==> src/rtl/xg_hazard_ctrl_pkg.sv <==
// Shared types and constants for the xgriscv hazard controller: the shadow
// slot record, its width, and the "no forward" select code.
package xg_hazard_ctrl_pkg;

   typedef struct packed {
      logic       v;
      logic       wr;
      logic       ld;
      logic [4:0] rd;
      logic [4:0] rs1;
      logic [4:0] rs2;
      logic       u1;
      logic       u2;
   } slot_t;

   localparam int SLOT_W   = $bits(slot_t);
   localparam int FWD_NONE = 0;

   // A slot produces rs when it is live, writes a non-x0 register and the operand is read.
   function automatic logic slot_match(input slot_t s, input logic [4:0] rs, input logic use_f);
      return s.v & s.wr & use_f & (s.rd == rs);
   endfunction

endpackage

==> src/rtl/xg_hazard_ctrl_hz_slot.sv <==
// One shadow pipeline slot: async-reset record register with a synchronous
// clear that inserts a bubble.
module hz_slot
   import xg_hazard_ctrl_pkg::*;
(
   input  logic  clk,
   input  logic  rst,
   input  logic  i_clr,
   input  slot_t i_d,
   output slot_t o_q
);

   slot_t r_q;

   always_ff @(posedge clk or posedge rst) begin
      if (rst)        r_q <= '0;
      else if (i_clr) r_q <= '0;
      else            r_q <= i_d;
   end

   assign o_q = r_q;

endmodule

==> src/rtl/xg_hazard_ctrl.sv <==
// Hazard/forwarding controller: shadow slots E..W, load-use and branch stalls,
// redirect flush, E/D forwarding selects. XG_HAZARD_DFWD_EN enables D-stage forwarding.
module xg_hazard_ctrl
   import xg_hazard_ctrl_pkg::*;
#(
   parameter  int DEPTH      = 3,
   parameter  int LOAD_READY = 1,
   parameter  int CNT_W      = 16,
   localparam int FW         = $clog2(DEPTH)
) (
   input  logic             clk,
   input  logic             reset,
   input  logic             validD,
   input  logic [4:0]       rs1D,
   input  logic [4:0]       rs2D,
   input  logic             use1D,
   input  logic             use2D,
   input  logic             branchD,
   input  logic [4:0]       rdD,
   input  logic             regwriteD,
   input  logic             memtoregD,
   input  logic             pcsrcD,
   output logic             stallF,
   output logic             stallD,
   output logic             flushD,
   output logic             flushE,
   output logic [FW-1:0]    fwdaE,
   output logic [FW-1:0]    fwdbE,
   output logic [FW-1:0]    fwdaD,
   output logic [FW-1:0]    fwdbD,
   output logic [CNT_W-1:0] stall_cnt,
   output logic [CNT_W-1:0] flush_cnt
);

   slot_t             w_slot [DEPTH];
   slot_t             w_rec_d;
   logic              w_ld_stall, w_br_stall, w_stall, w_flush;
   logic [FW-1:0]     w_fa_e, w_fb_e, w_fa_d, w_fb_d;
   logic [CNT_W-1:0]  r_stall_cnt, r_flush_cnt;

   always_comb begin
      w_rec_d     = '0;
      w_rec_d.v   = validD;
      w_rec_d.wr  = regwriteD & (rdD != 5'd0);
      w_rec_d.ld  = memtoregD;
      w_rec_d.rd  = rdD;
      w_rec_d.rs1 = rs1D;
      w_rec_d.rs2 = rs2D;
      w_rec_d.u1  = use1D;
      w_rec_d.u2  = use2D;
   end

   for (genvar g = 0; g < DEPTH; g++) begin : g_slot
      if (g == 0) begin : g_head
         hz_slot u_slot (
            .clk   (clk),
            .rst   (reset),
            .i_clr (~(validD & ~w_stall)),
            .i_d   (w_rec_d),
            .o_q   (w_slot[0])
         );
      end else begin : g_tail
         hz_slot u_slot (
            .clk   (clk),
            .rst   (reset),
            .i_clr (1'b0),
            .i_d   (w_slot[g-1]),
            .o_q   (w_slot[g])
         );
      end
   end

   // Loops run oldest to youngest so the youngest (lowest k) producer wins.
   always_comb begin
      w_ld_stall = 1'b0;
      w_br_stall = 1'b0;
      w_fa_e     = FW'(FWD_NONE);
      w_fb_e     = FW'(FWD_NONE);
      w_fa_d     = FW'(FWD_NONE);
      w_fb_d     = FW'(FWD_NONE);
      for (int k = DEPTH - 1; k >= 1; k--) begin
         if (slot_match(w_slot[k], w_slot[0].rs1, w_slot[0].u1))
            w_fa_e = (w_slot[k].ld && k <= LOAD_READY) ? FW'(FWD_NONE) : FW'(k);
         if (slot_match(w_slot[k], w_slot[0].rs2, w_slot[0].u2))
            w_fb_e = (w_slot[k].ld && k <= LOAD_READY) ? FW'(FWD_NONE) : FW'(k);
      end
      for (int k = 0; k < LOAD_READY && k < DEPTH; k++) begin
         if (validD && w_slot[k].ld &&
             (slot_match(w_slot[k], rs1D, use1D) || slot_match(w_slot[k], rs2D, use2D)))
            w_ld_stall = 1'b1;
      end
`ifdef XG_HAZARD_DFWD_EN
      begin
         logic w_a_hit, w_a_rdy, w_b_hit, w_b_rdy;
         logic [FW-1:0] w_a_k, w_b_k;
         w_a_hit = 1'b0; w_a_rdy = 1'b0; w_a_k = '0;
         w_b_hit = 1'b0; w_b_rdy = 1'b0; w_b_k = '0;
         for (int k = DEPTH - 1; k >= 0; k--) begin
            if (slot_match(w_slot[k], rs1D, use1D)) begin
               w_a_hit = 1'b1;
               w_a_k   = FW'(k);
               w_a_rdy = w_slot[k].ld ? (k > LOAD_READY) : (k >= 1);
            end
            if (slot_match(w_slot[k], rs2D, use2D)) begin
               w_b_hit = 1'b1;
               w_b_k   = FW'(k);
               w_b_rdy = w_slot[k].ld ? (k > LOAD_READY) : (k >= 1);
            end
         end
         if (validD && branchD) begin
            if (w_a_hit && w_a_rdy) w_fa_d = w_a_k;
            if (w_b_hit && w_b_rdy) w_fb_d = w_b_k;
            w_br_stall = (w_a_hit && !w_a_rdy) || (w_b_hit && !w_b_rdy);
         end
      end
`else
      for (int k = 0; k < DEPTH; k++) begin
         if (validD && branchD &&
             (slot_match(w_slot[k], rs1D, use1D) || slot_match(w_slot[k], rs2D, use2D)))
            w_br_stall = 1'b1;
      end
`endif
   end

   // A stalled redirect has not resolved yet; reset overrides everything.
   assign w_stall = (w_ld_stall | w_br_stall) & ~reset;
   assign w_flush = pcsrcD & ~w_stall & ~reset;

   always_ff @(posedge clk or posedge reset) begin
      if (reset) begin
         r_stall_cnt <= '0;
         r_flush_cnt <= '0;
      end else begin
         if (w_stall && r_stall_cnt != '1) r_stall_cnt <= r_stall_cnt + CNT_W'(1);
         if (w_flush && r_flush_cnt != '1) r_flush_cnt <= r_flush_cnt + CNT_W'(1);
      end
   end

   assign stallF    = w_stall;
   assign stallD    = w_stall;
   assign flushE    = w_stall;
   assign flushD    = w_flush;
   assign fwdaE     = w_fa_e;
   assign fwdbE     = w_fb_e;
   assign fwdaD     = w_fa_d;
   assign fwdbD     = w_fb_d;
   assign stall_cnt = r_stall_cnt;
   assign flush_cnt = r_flush_cnt;

endmodule
==> config.mk <==
export PLATFORM = sky130hd
export DESIGN_NAME = xg_hazard_ctrl
export DESIGN_NICKNAME = d
export VERILOG_FILES = /design/src/rtl/xg_hazard_ctrl_pkg.sv /design/src/rtl/xg_hazard_ctrl_hz_slot.sv /design/src/rtl/xg_hazard_ctrl.sv
export SDC_FILE = /design/constraint.sdc
export NUM_CORES = 1
export LEC_CHECK = 0
export BUFFER_PORTS_ARGS = -buffer_cell sky130_fd_sc_hd__buf_2
export CORE_ASPECT_RATIO = 1.75
export CORE_MARGIN = 2
export CORE_UTILIZATION = 49
export CTS_CLUSTER_DIAMETER = 150
export DETAILED_ROUTE_END_ITERATION = 8
export HOLD_SLACK_MARGIN = 0.06
export PLACE_DENSITY_LB_ADDON = 0.1
export SYNTH_ARGS = -nofsm -noshare
export SYNTH_HDL_FRONTEND = slang
export SYNTH_SLANG_ARGS = --single-unit
==> constraint.sdc <==
create_clock -name clk -period 2.7 [get_ports clk]
set_input_delay 0.54 -clock clk [delete_from_list [all_inputs] [get_ports clk]]
set_output_delay 0.54 -clock clk [all_outputs]
set_load 0.05 [all_outputs]
## Word level (Yosys, flattened, before mapping)

Index checks and enable logic that the tools add are counted.
W data, S select, Z words.

| storage, ports and cells | value |
|---|---|
| output and inout port bits | 44 |
| word-level logic and storage cells | 84 |
| flip-flop bits (word level) | 67 |
| bits of input ports | 24 |

| operators by class | value |
|---|---|
| mux-type cells | 10 |
| bitwise gates (word level) | 31 |
| equality and inequality tests | 12 |
| reduce and logical (&&, ||, !) cells | 12 |
| $add $sub $neg | 2 |

Operator list:

| operator | number |
|---|---|
| $eq A5 B5 Y1 | 10 |
| $add A16 B1 Y16 const B | 2 |
| $ne A16 B16 Y1 const B | 2 |
| $and A1 B1 Y1 | 28 |
| $mux W20 | 1 |
| $logic_and A1 B1 Y1 | 8 |
| $mux W2 | 4 |
| $mux W1 | 5 |
| $reduce_bool A5 Y1 | 1 |
| $logic_or A1 B1 Y1 | 3 |
| $not A1 Y1 | 2 |
| $or A1 B1 Y1 | 1 |

## Longest topological paths before layout

Gate-level depths: netlist (run 1).

| logic depth | value |
|---|---|
| depth after elaboration | 14 |
| mapped depth | 8 |
| depth with buffers taken out | 7 |

## Cells and area by module

From an unflattened synthesis (run 1), not the netlist that was laid out.

| second synthesis, totals | value |
|---|---|
| cells, all modules | 359 |
| area total of the unflattened synthesis | 4434.3 sq um |

Modules (own cells, without submodules):

| module | times used | cells each | area each (sq um) | seq. area each (sq um) |
|---|---|---|---|---|
| xg_hazard_ctrl | 1 | 230 | 2268.4 | 800.8 |
| hz_slot | 3 | 43 | 721.9 | 500.5 |

## Least setup slack after synthesis (run 1)

Ideal clock, no wire load.

| path | value |
|---|---|
| path type | in2out |
| from | input rs1D[3] |
| to | output stallD |
| buffers on the path | 1 |
| data required time | 2160 ps |
| setup slack | -795 ps |
| stages | 7 |
| data arrival time | 2955 ps |
| cells stage by stage | xor2_1 -> nor4_1 -> nand4_1 -> a41oi_2 -> nor2_1 -> nor3_1 -> buf_4 |

| between the ends | value |
|---|---|
| word-level cells in the longest chain between the ends | 9 |
| elaborated cells between the ends (all ways) | 19 |
| classes of those cells | eq/ne (3); mux (4); bitwise (5); reduce/logical (7) |

RTL lines:

| element | RTL line | RTL |
|---|---|---|
| start: declaration | xg_hazard_ctrl.sv:14 | `input logic [4:0] rs1D,` |
| $eq A5 B5 Y1 | xg_hazard_ctrl_pkg.sv:21 | `return s.v & s.wr & use_f & (s.rd == rs);` |
| $and A1 B1 Y1 | xg_hazard_ctrl_pkg.sv:21 |  |
| $logic_or A1 B1 Y1 | xg_hazard_ctrl.sv:89, xg_hazard_ctrl.sv:119 |  |
| $logic_and A1 B1 Y1 | xg_hazard_ctrl.sv:118 | `if (validD && branchD &&` |
| $mux W1 (3 in a row) | xg_hazard_ctrl.sv:118 |  |
| $or A1 B1 Y1 * | xg_hazard_ctrl.sv:126 | `assign w_stall = (w_ld_stall \| w_br_stall) & ~reset;` |
| $and A1 B1 Y1 * | xg_hazard_ctrl.sv:126 |  |
| end: declaration | xg_hazard_ctrl.sv:24 | `output logic stallD,` |

Mark *: on every way between the ends. The rest lies on a longest branch, timed or not.

## Final worst setup path (run 1)

| path | value |
|---|---|
| from | register g_slot[2].g_tail.u_slot.r_q, in the netlist g_slot[2].g_tail.u_slot.o_q[13] |
| to | output flushE |

| between the ends | value |
|---|---|
| word-level cells in the longest chain between the ends | 7 |
| elaborated cells between the ends (all ways) | 9 |
| classes of those cells | eq/ne (2); mux (1); bitwise (4); reduce/logical (2) |

RTL lines:

| element | RTL line | RTL |
|---|---|---|
| start: declaration | xg_hazard_ctrl_hz_slot.sv:13 | `slot_t r_q;` |
| start signal: assignment | xg_hazard_ctrl_hz_slot.sv:18 | `else r_q <= i_d;` |
| $eq A5 B5 Y1 | xg_hazard_ctrl_pkg.sv:21 |  |
| $and A1 B1 Y1 | xg_hazard_ctrl_pkg.sv:21 |  |
| $logic_or A1 B1 Y1 * | xg_hazard_ctrl.sv:119 | `(slot_match(w_slot[k], rs1D, use1D) \|\| slot_match(w_slot[k], rs2D, use2D)))` |
| $logic_and A1 B1 Y1 * | xg_hazard_ctrl.sv:118 |  |
| $mux W1 * | xg_hazard_ctrl.sv:118 |  |
| $or A1 B1 Y1 * | xg_hazard_ctrl.sv:126 |  |
| $and A1 B1 Y1 * | xg_hazard_ctrl.sv:126 |  |
| end: declaration | xg_hazard_ctrl.sv:26 | `output logic flushE,` |

Marked as above.

==> flow_summary.json, run 1 <==
{
  "outcome": "finished with violations",
  "violations": "negative setup slack",
  "synth-simple-area-share_pct": 20.29,
  "first_pass_iters": 4,
  "crit_end": "flushE",
  "fin_cells": 470,
  "max_slew_margin_pct": 44.63,
  "wl_per_cell_um": 16.67,
  "yosys_warnings": 0,
  "r2r_setup_slack_ps": 510,
  "arrival_ps": 2180,
  "finClkSkew_ps": 5.496,
  "syn_to_final_growth_pct": 29.58,
  "io_buffers": 63,
  "async_flop_share_pct": 100.0,
  "vias": 2435,
  "use_met2_pct": 40.67,
  "post-route-min-period_ps": 2719,
  "clkPwrFrac_pct": 41.7,
  "cts.reportedPaths.clkPinSlew_ps": 50,
  "grt_overflow": 0,
  "dieArea_um2": 7458,
  "worstRegToRegCells": 10,
  "cp.required_ps": 2160,
  "avgSynthCellArea_um2": 11.27,
  "antenna_left": 0,
  "multi_input_area_um2": 1600,
  "synth_seq_cells": 67,
  "place_inst": 444,
  "finalMaxSlewViolations": 0,
  "tritoncts": "yes",
  "synth_edf_count": 0,
  "n_antenna_cell": 0,
  "timing.rr.start": "g_slot[2].g_tail.u_slot.o_q[13]",
  "placed_area_um2": 3789,
  "synth_fa_ha_area_share_pct": 0.7556,
  "fin_nets": 409,
  "synth-compound-area-share_pct": 3.022,
  "power_frac_comb_pct": 20.4,
  "grt-busiest-layer": "met2",
  "start_util_pct": 50.65,
  "die_width_um": 66.15,
  "grt_pass1_wl_um": 12710,
  "finalHoldViolations": 0,
  "power_frac_seq_pct": 37.9,
  "endpoint_kind": "output pin",
  "fillers": 551,
  "synth_xor_area_share_pct": 20.89,
  "crit_slowest_cell": "dfrtp_1",
  "p_int_mw": 2.232,
  "rr_endpoint": "g_slot[0].g_head.u_slot.o_q[16]",
  "ys_seq_area_share_pct": 50.62,
  "layout-drive-gt1-share_pct": 34.02,
  "drt_iter0_drc": 60,
  "p_leak_nw": 2.098,
  "htree_levels": 3,
  "die_h_um": 112.8,
  "fmax_mhz": 367.8,
  "post-route-cell-area_um2": 4292,
  "cts_max_path_buffers": 2,
  "ys_types": 40,
  "cts_sinks": 67,
  "setup_ws_ps": -18.88,
  "regArea_um2": 1685,
  "route.detailed.drc": 0,
  "gp_congestion": 0.8593,
  "core_area_um2": 6539,
  "report.final.setup_viol": 2,
  "dpl.hpwl_um": 5744,
  "muxShareOfSynthArea_pct": 0.9822,
  "synth_top_area_share_pct": 50.62,
  "cts_buffers": 9,
  "synth_top_family_by_area": "XOR/XNOR gates",
  "powerDensity_nw_per_um2": 750.9,
  "vdd_drop_max_v": 0.0007935,
  "ys.flop_type": "dfrtp_1",
  "netSwitchingFraction_pct": 30.74,
  "cts_root_buffer": "clkbuf_16",
  "routed_wirelength_um": 7833,
  "grt_max_degree": 68,
  "synth.area.top_cells": "dfrtp_1, xor2_1, xnor2_1",
  "netSwitchingPower_mw": 0.9907,
  "startpoint_type": "flip-flop",
  "critPathKind": "flip-flop to output pin",
  "synthCells": 294,
  "maxCapViolations": 0,
  "cp-startpoint": "g_slot[2].g_tail.u_slot.o_q[13]",
  "grt_pass1_vias": 2595,
  "clk_latency_ps": 330,
  "worstMarginPinSlew_ps": 830.5,
  "routed_via_density": 5.181,
  "crit_path_cell_trace": "buf_6, xor2_2, nor4_1, nand4_1, a41oi_2, nor2_2, nor3_4, buf_4",
  "crit_path_max_incr_delay_ps": 420,
  "hold_class": "flip-flop to flip-flop",
  "grt_util_all_layers_pct": 23.25,
  "boundaryPins": 68,
  "grtUsageMet1_pct": 23.78,
  "critPathMaxFanout": 3,
  "met3_usage_pct": 6.561,
  "rsz0062_at_grt": "yes",
  "antenna_found_initial": 0,
  "syn_area_um2": 3312,
  "yosys.area.top_type": "dfrtp_1",
  "fp-row-count": 39,
  "final.period_utilization_pct": 100.7,
  "hold_buffers": 0
}
## registers in the layout (all words and copies together), names as in the netlist
signal	flops
g_slot.g_head.u_slot.o_q	20
flush_cnt	16
stall_cnt	16
g_slot.g_tail.u_slot.o_q	15
## per-layer routing
metal	wire [µm]	up-vias	share of wire, %
li1	-	1170	-
met1	2763	1187	35
met2	4453	57	57
met3	330	21	4.2
met4	284	0	3.6
met5	0	-	0
## kinds of logic (layout without fill, tap and decap cells)
kind of cell | count (synthesis) | in the layout
flip-flops | 67 | 67
buffers and inverters | 20 | 111
adder cells (fa/ha/maj) | 2 | 2
AO/OA/AOI/OAI | 10 | 10
AND/OR/NAND/NOR | 112 | 112
other | 1 | 4
multiplexers | 3 | 3
XOR/XNOR | 79 | 79
## power by group through the flow
stage               clock, mW  sequential [mW]  combinational [mW]
CTS                      1.36             1.22               0.651
detailed placement          0             1.24               0.638
floorplan                   0             1.47               0.224
global placement            0             1.23               0.633
global route             1.41             1.24               0.700
finish                   1.34             1.22               0.658
## stage by stage
stage | TNS [ps] | hold WS, ps | utilization, % | power (mW) | worst slack (ps)
floorplan | -95.34 | 347.3 | - | 1.691 | -47.67
global route | -475.5 | 370.5 | 65.63 | 3.349 | -146.8
CTS | 0 | 365.9 | 64.27 | 3.237 | 4.097
detailed placement | -68.90 | 354.1 | 57.94 | 1.876 | -23.27
global placement | 0 | 351.0 | 57.94 | 1.868 | 19.34
finish | -21.68 | 363.0 | 65.63 | 3.223 | -18.88
## worst max-delay path, delay by kind of cell (launching register included)
kind,cells,cell delay [ps]
and+or+nand+nor,4,670
buffers and inverters,2,380
AOI/OAI and AO/OA,1,230
xor gates and xnor gates,1,150
DFF,1,420
## synth_stat cells (all sizes together) (3+ instances only)
| cell | count |
|---|---|
| and2 | 20 |
| and3 | 4 |
| and4 | 3 |
| buf | 9 |
| dfrtp | 67 |
| inv | 10 |
| nand2 | 11 |
| nand3 | 10 |
| nand4 | 13 |
| nor2 | 16 |
| nor2b | 3 |
| nor3 | 14 |
| nor4 | 14 |
| xnor2 | 22 |
| xor2 | 57 |
## cell type report
cell class	instances	area share, %
Tap cell	82	2.391
Inverter	10	0.9621
Sequential cell	67	39.27
Clock buffer	12	5.743
Multi-Input combinational cell	210	37.29
Clock inverter	4	2.274
Timing Repair Buffer	85	12.07
## repair_timing
action / in CTS / in global routing
endpoints found under the setup margin: 4 / 4
resized for setup: 12 / 11
buffers inserted: 5 / 5
pin swaps: 7 / 6
hold endpoints to repair: 0 / 0
## placed cells by master, fill, tap and decap left out, types with 2 or more instances in the layout
cell        synthesis  layout
clkbuf_1            1       2
conb_1              1       4
buf_4               7      21
xor2_1             57      56
buf_2               1      59
nor4_1             12       8
nand4_1            13      13
and2_0              2       2
buf_6               1       4
ha_1                2       2
nor2b_1             3       3
nand3_1             9       9
xnor2_1            22      20
clkbuf_16           0       9
and2_1             18      18
dfrtp_1            67      60
nor2_1             16      15
nor4_2              1       5
and3_1              4       4
xnor2_2             0       2
inv_1              10       9
and4_1              3       3
o311a_1             2       2
o21a_1              2       2
bufinv_16           0       3
nand2_1            11      10
nor3_2              6       6
nor3_1              8       7
dfrtp_2             0       7
clkinvlp_4          0       2
## how the worst min path moves through the flow
stage,depth (start not counted),slack (ps),from,endpoint
2_1_floorplan,0,350,g_slot[1].g_tail.u_slot.o_q[18],g_slot[2].g_tail.u_slot.o_q[18]
3_3_place_gp,0,350,g_slot[1].g_tail.u_slot.o_q[18],g_slot[2].g_tail.u_slot.o_q[18]
3_5_place_dp,0,350,g_slot[1].g_tail.u_slot.o_q[18],g_slot[2].g_tail.u_slot.o_q[18]
4_1_cts,0,370,g_slot[1].g_tail.u_slot.o_q[18],g_slot[2].g_tail.u_slot.o_q[18]
5_1_grt,0,370,g_slot[1].g_tail.u_slot.o_q[18],g_slot[2].g_tail.u_slot.o_q[18]
6_report,0,360,g_slot[1].g_tail.u_slot.o_q[18],g_slot[2].g_tail.u_slot.o_q[18]
Note: power is estimated with default switching activity, not from simulation.
==> run 2, diff against run 1 <==
CTS_BUF_LIST = sky130_fd_sc_hd__clkbuf_16   (was not set)
HOLD_SLACK_MARGIN = 0.08   (was 0.06)
==> flow_summary.json, run 2 (synthesis gave the netlist of run 1 again) <==
{
  "hold_buffers": 0,
  "grt_pass1_wl_um": 12710,
  "post-place-ws_ps": -23.27,
  "p_total_mw": 3.186,
  "fin_nets": 409,
  "r2r_setup_slack_ps": 520,
  "crit_family": "simple AND/OR/NAND/NOR gates",
  "fmax_mhz": 367.3,
  "final.period_utilization_pct": 100.8,
  "syn_to_final_growth_pct": 29.28,
  "p_int_mw": 2.196,
  "final_cell_mix": "dfrtp_1, buf_2, xor2_1",
  "die_width_um": 66.15,
  "arrival_ps": 2180,
  "fin_util_pct": 65.48,
  "antenna_found_initial": 0,
  "worstRegToRegCells": 10,
  "whs_path_depth": 0,
  "netSwitchingFraction_pct": 31.08,
  "max_slew_margin_pct": 44.51,
  "clkPwrFrac_pct": 41.0,
  "rr_endpoint": "g_slot[0].g_head.u_slot.o_q[16]",
  "cts_max_path_buffers": 2,
  "endpoint_kind": "output pin",
  "drt_iter0_drc": 64,
  "crit_path_cell_trace": "buf_6, xor2_2, nor4_1, nand4_1, a41oi_2, nor2_2, nor3_4, buf_4",
  "maxCapViolations": 0,
  "netSwitchingPower_mw": 0.9901,
  "p_leak_nw": 2.100,
  "worstMarginPinSlew_ps": 832.3,
  "powerDensity_nw_per_um2": 744.1,
  "report.final.setup_viol": 1,
  "dpl.hpwl_um": 5744,
  "startpoint_type": "flip-flop",
  "cts_sinks": 67,
  "cp.required_ps": 2160,
  "boundaryPins": 68,
  "clk_latency_ps": 330,
  "first_pass_iters": 4,
  "power_frac_seq_pct": 38.3,
  "setup_ws_ps": -22.45,
  "cts_buffers": 9,
  "finalHoldViolations": 0,
  "io_buffers": 63,
  "largest_register_ffs": 20,
  "grt_util_all_layers_pct": 23.25,
  "worst-path-buf-inv": 2,
  "place_inst": 444,
  "rsz0062_at_grt": "yes",
  "die_h_um": 112.8,
  "routed_wirelength_um": 7842,
  "wl_per_cell_um": 16.69,
  "critPathMaxFanout": 3,
  "finalMaxSlewViolations": 0,
  "hold_class": "flip-flop to flip-flop",
  "gp_congestion": 0.8593,
  "outcome": "finished with violations",
  "route.detailed.drc": 0,
  "vias": 2439,
  "dieArea_um2": 7458,
  "layout-drive-gt1-share_pct": 33.76,
  "core_area_um2": 6539,
  "fp-row-count": 39,
  "grt_overflow": 0,
  "hold_path_startpoint": "g_slot[1].g_tail.u_slot.o_q[18]",
  "power_frac_comb_pct": 20.7,
  "htree_levels": 3,
  "tritoncts": "yes",
  "timing.rr.start": "g_slot[2].g_tail.u_slot.o_q[13]",
  "final_common_cell": "dfrtp_1",
  "start_util_pct": 50.65,
  "n_antenna_cell": 0,
  "grt_max_degree": 68,
  "vdd_drop_max_v": 0.0007933,
  "crit_slowest_cell": "dfrtp_1",
  "cts.reportedPaths.clkPinSlew_ps": 50,
  "hold_path_end": "g_slot[2].g_tail.u_slot.o_q[18]",
  "holdWs_ps": 363.0,
  "grt_pass1_vias": 2595,
  "finClkSkew_ps": 5.603,
  "antenna_left": 0,
  "cts_root_buffer": "clkbuf_16",
  "crit_path_max_incr_delay_ps": 420,
  "fin_cells": 470,
  "violations": "negative setup slack",
  "post-route-min-period_ps": 2722,
  "routed_via_density": 5.189,
  "critPathKind": "flip-flop to output pin",
  "cp.depth": 8
}
==> run 2: how the worst max path moves through the flow <==
stage | startpoint | end | slack [ps]
after CTS | g_slot[0].g_head.u_slot.o_q[12] | flushE | 4
after global routing | g_slot[2].g_tail.u_slot.o_q[15] | flushE | -150
final | g_slot[2].g_tail.u_slot.o_q[13] | flushE | -20
after detailed placement | rs2D[0] | flushE | -20
after floorplan | rs1D[3] | stallD | -50
after global placement | rs2D[0] | stallD | 20
==> run 2: power groups by stage <==
stage	clock (mW)	combinational (mW)	sequential, mW
final	1.31	0.658	1.22
after global placement	0	0.633	1.23
after floorplan	0	0.224	1.47
after CTS	1.33	0.651	1.22
after detailed placement	0	0.638	1.24
after global routing	1.37	0.700	1.24
==> run 2: final cells by class <==
cell class                      instances  area (µm²)
Inverter                               10       41.29
Clock buffer                            9       225.2
Clock inverter                          7       108.9
Multi-Input combinational cell        210        1600
Timing Repair Buffer                   85       518.0
Tap cell                               82       102.6
Sequential cell                        67        1685
Fill cell                             551        2257
==> run 2: metal layers <==
layer	vias up	GRT usage (%)	share of wire, %
met5	-	0	0
met1	1189	23.78	36
met2	58	40.67	57
met3	21	6.561	4.2
met4	0	13.74	3.6
li1	1171	-	-
==> run 2: timing repair <==
item / 4_1_cts / 5_1_grt
resized for setup: 12 / 11
pin swaps: 7 / 6
cloned: 0 / 0
buffers inserted: 5 / 5
setup endpoints to repair: 4 / 4
==> run 2: per-stage QoR <==
| stage | setup TNS (ps) | area, µm² |
|---|---|---|
| finish | -22.45 | 4282 |
| global route | -489.6 | 4282 |
| CTS | 0 | 4193 |
| detailed placement | -68.90 | 3789 |
| global placement | 0 | 3789 |
| floorplan | -95.34 | 3341 |
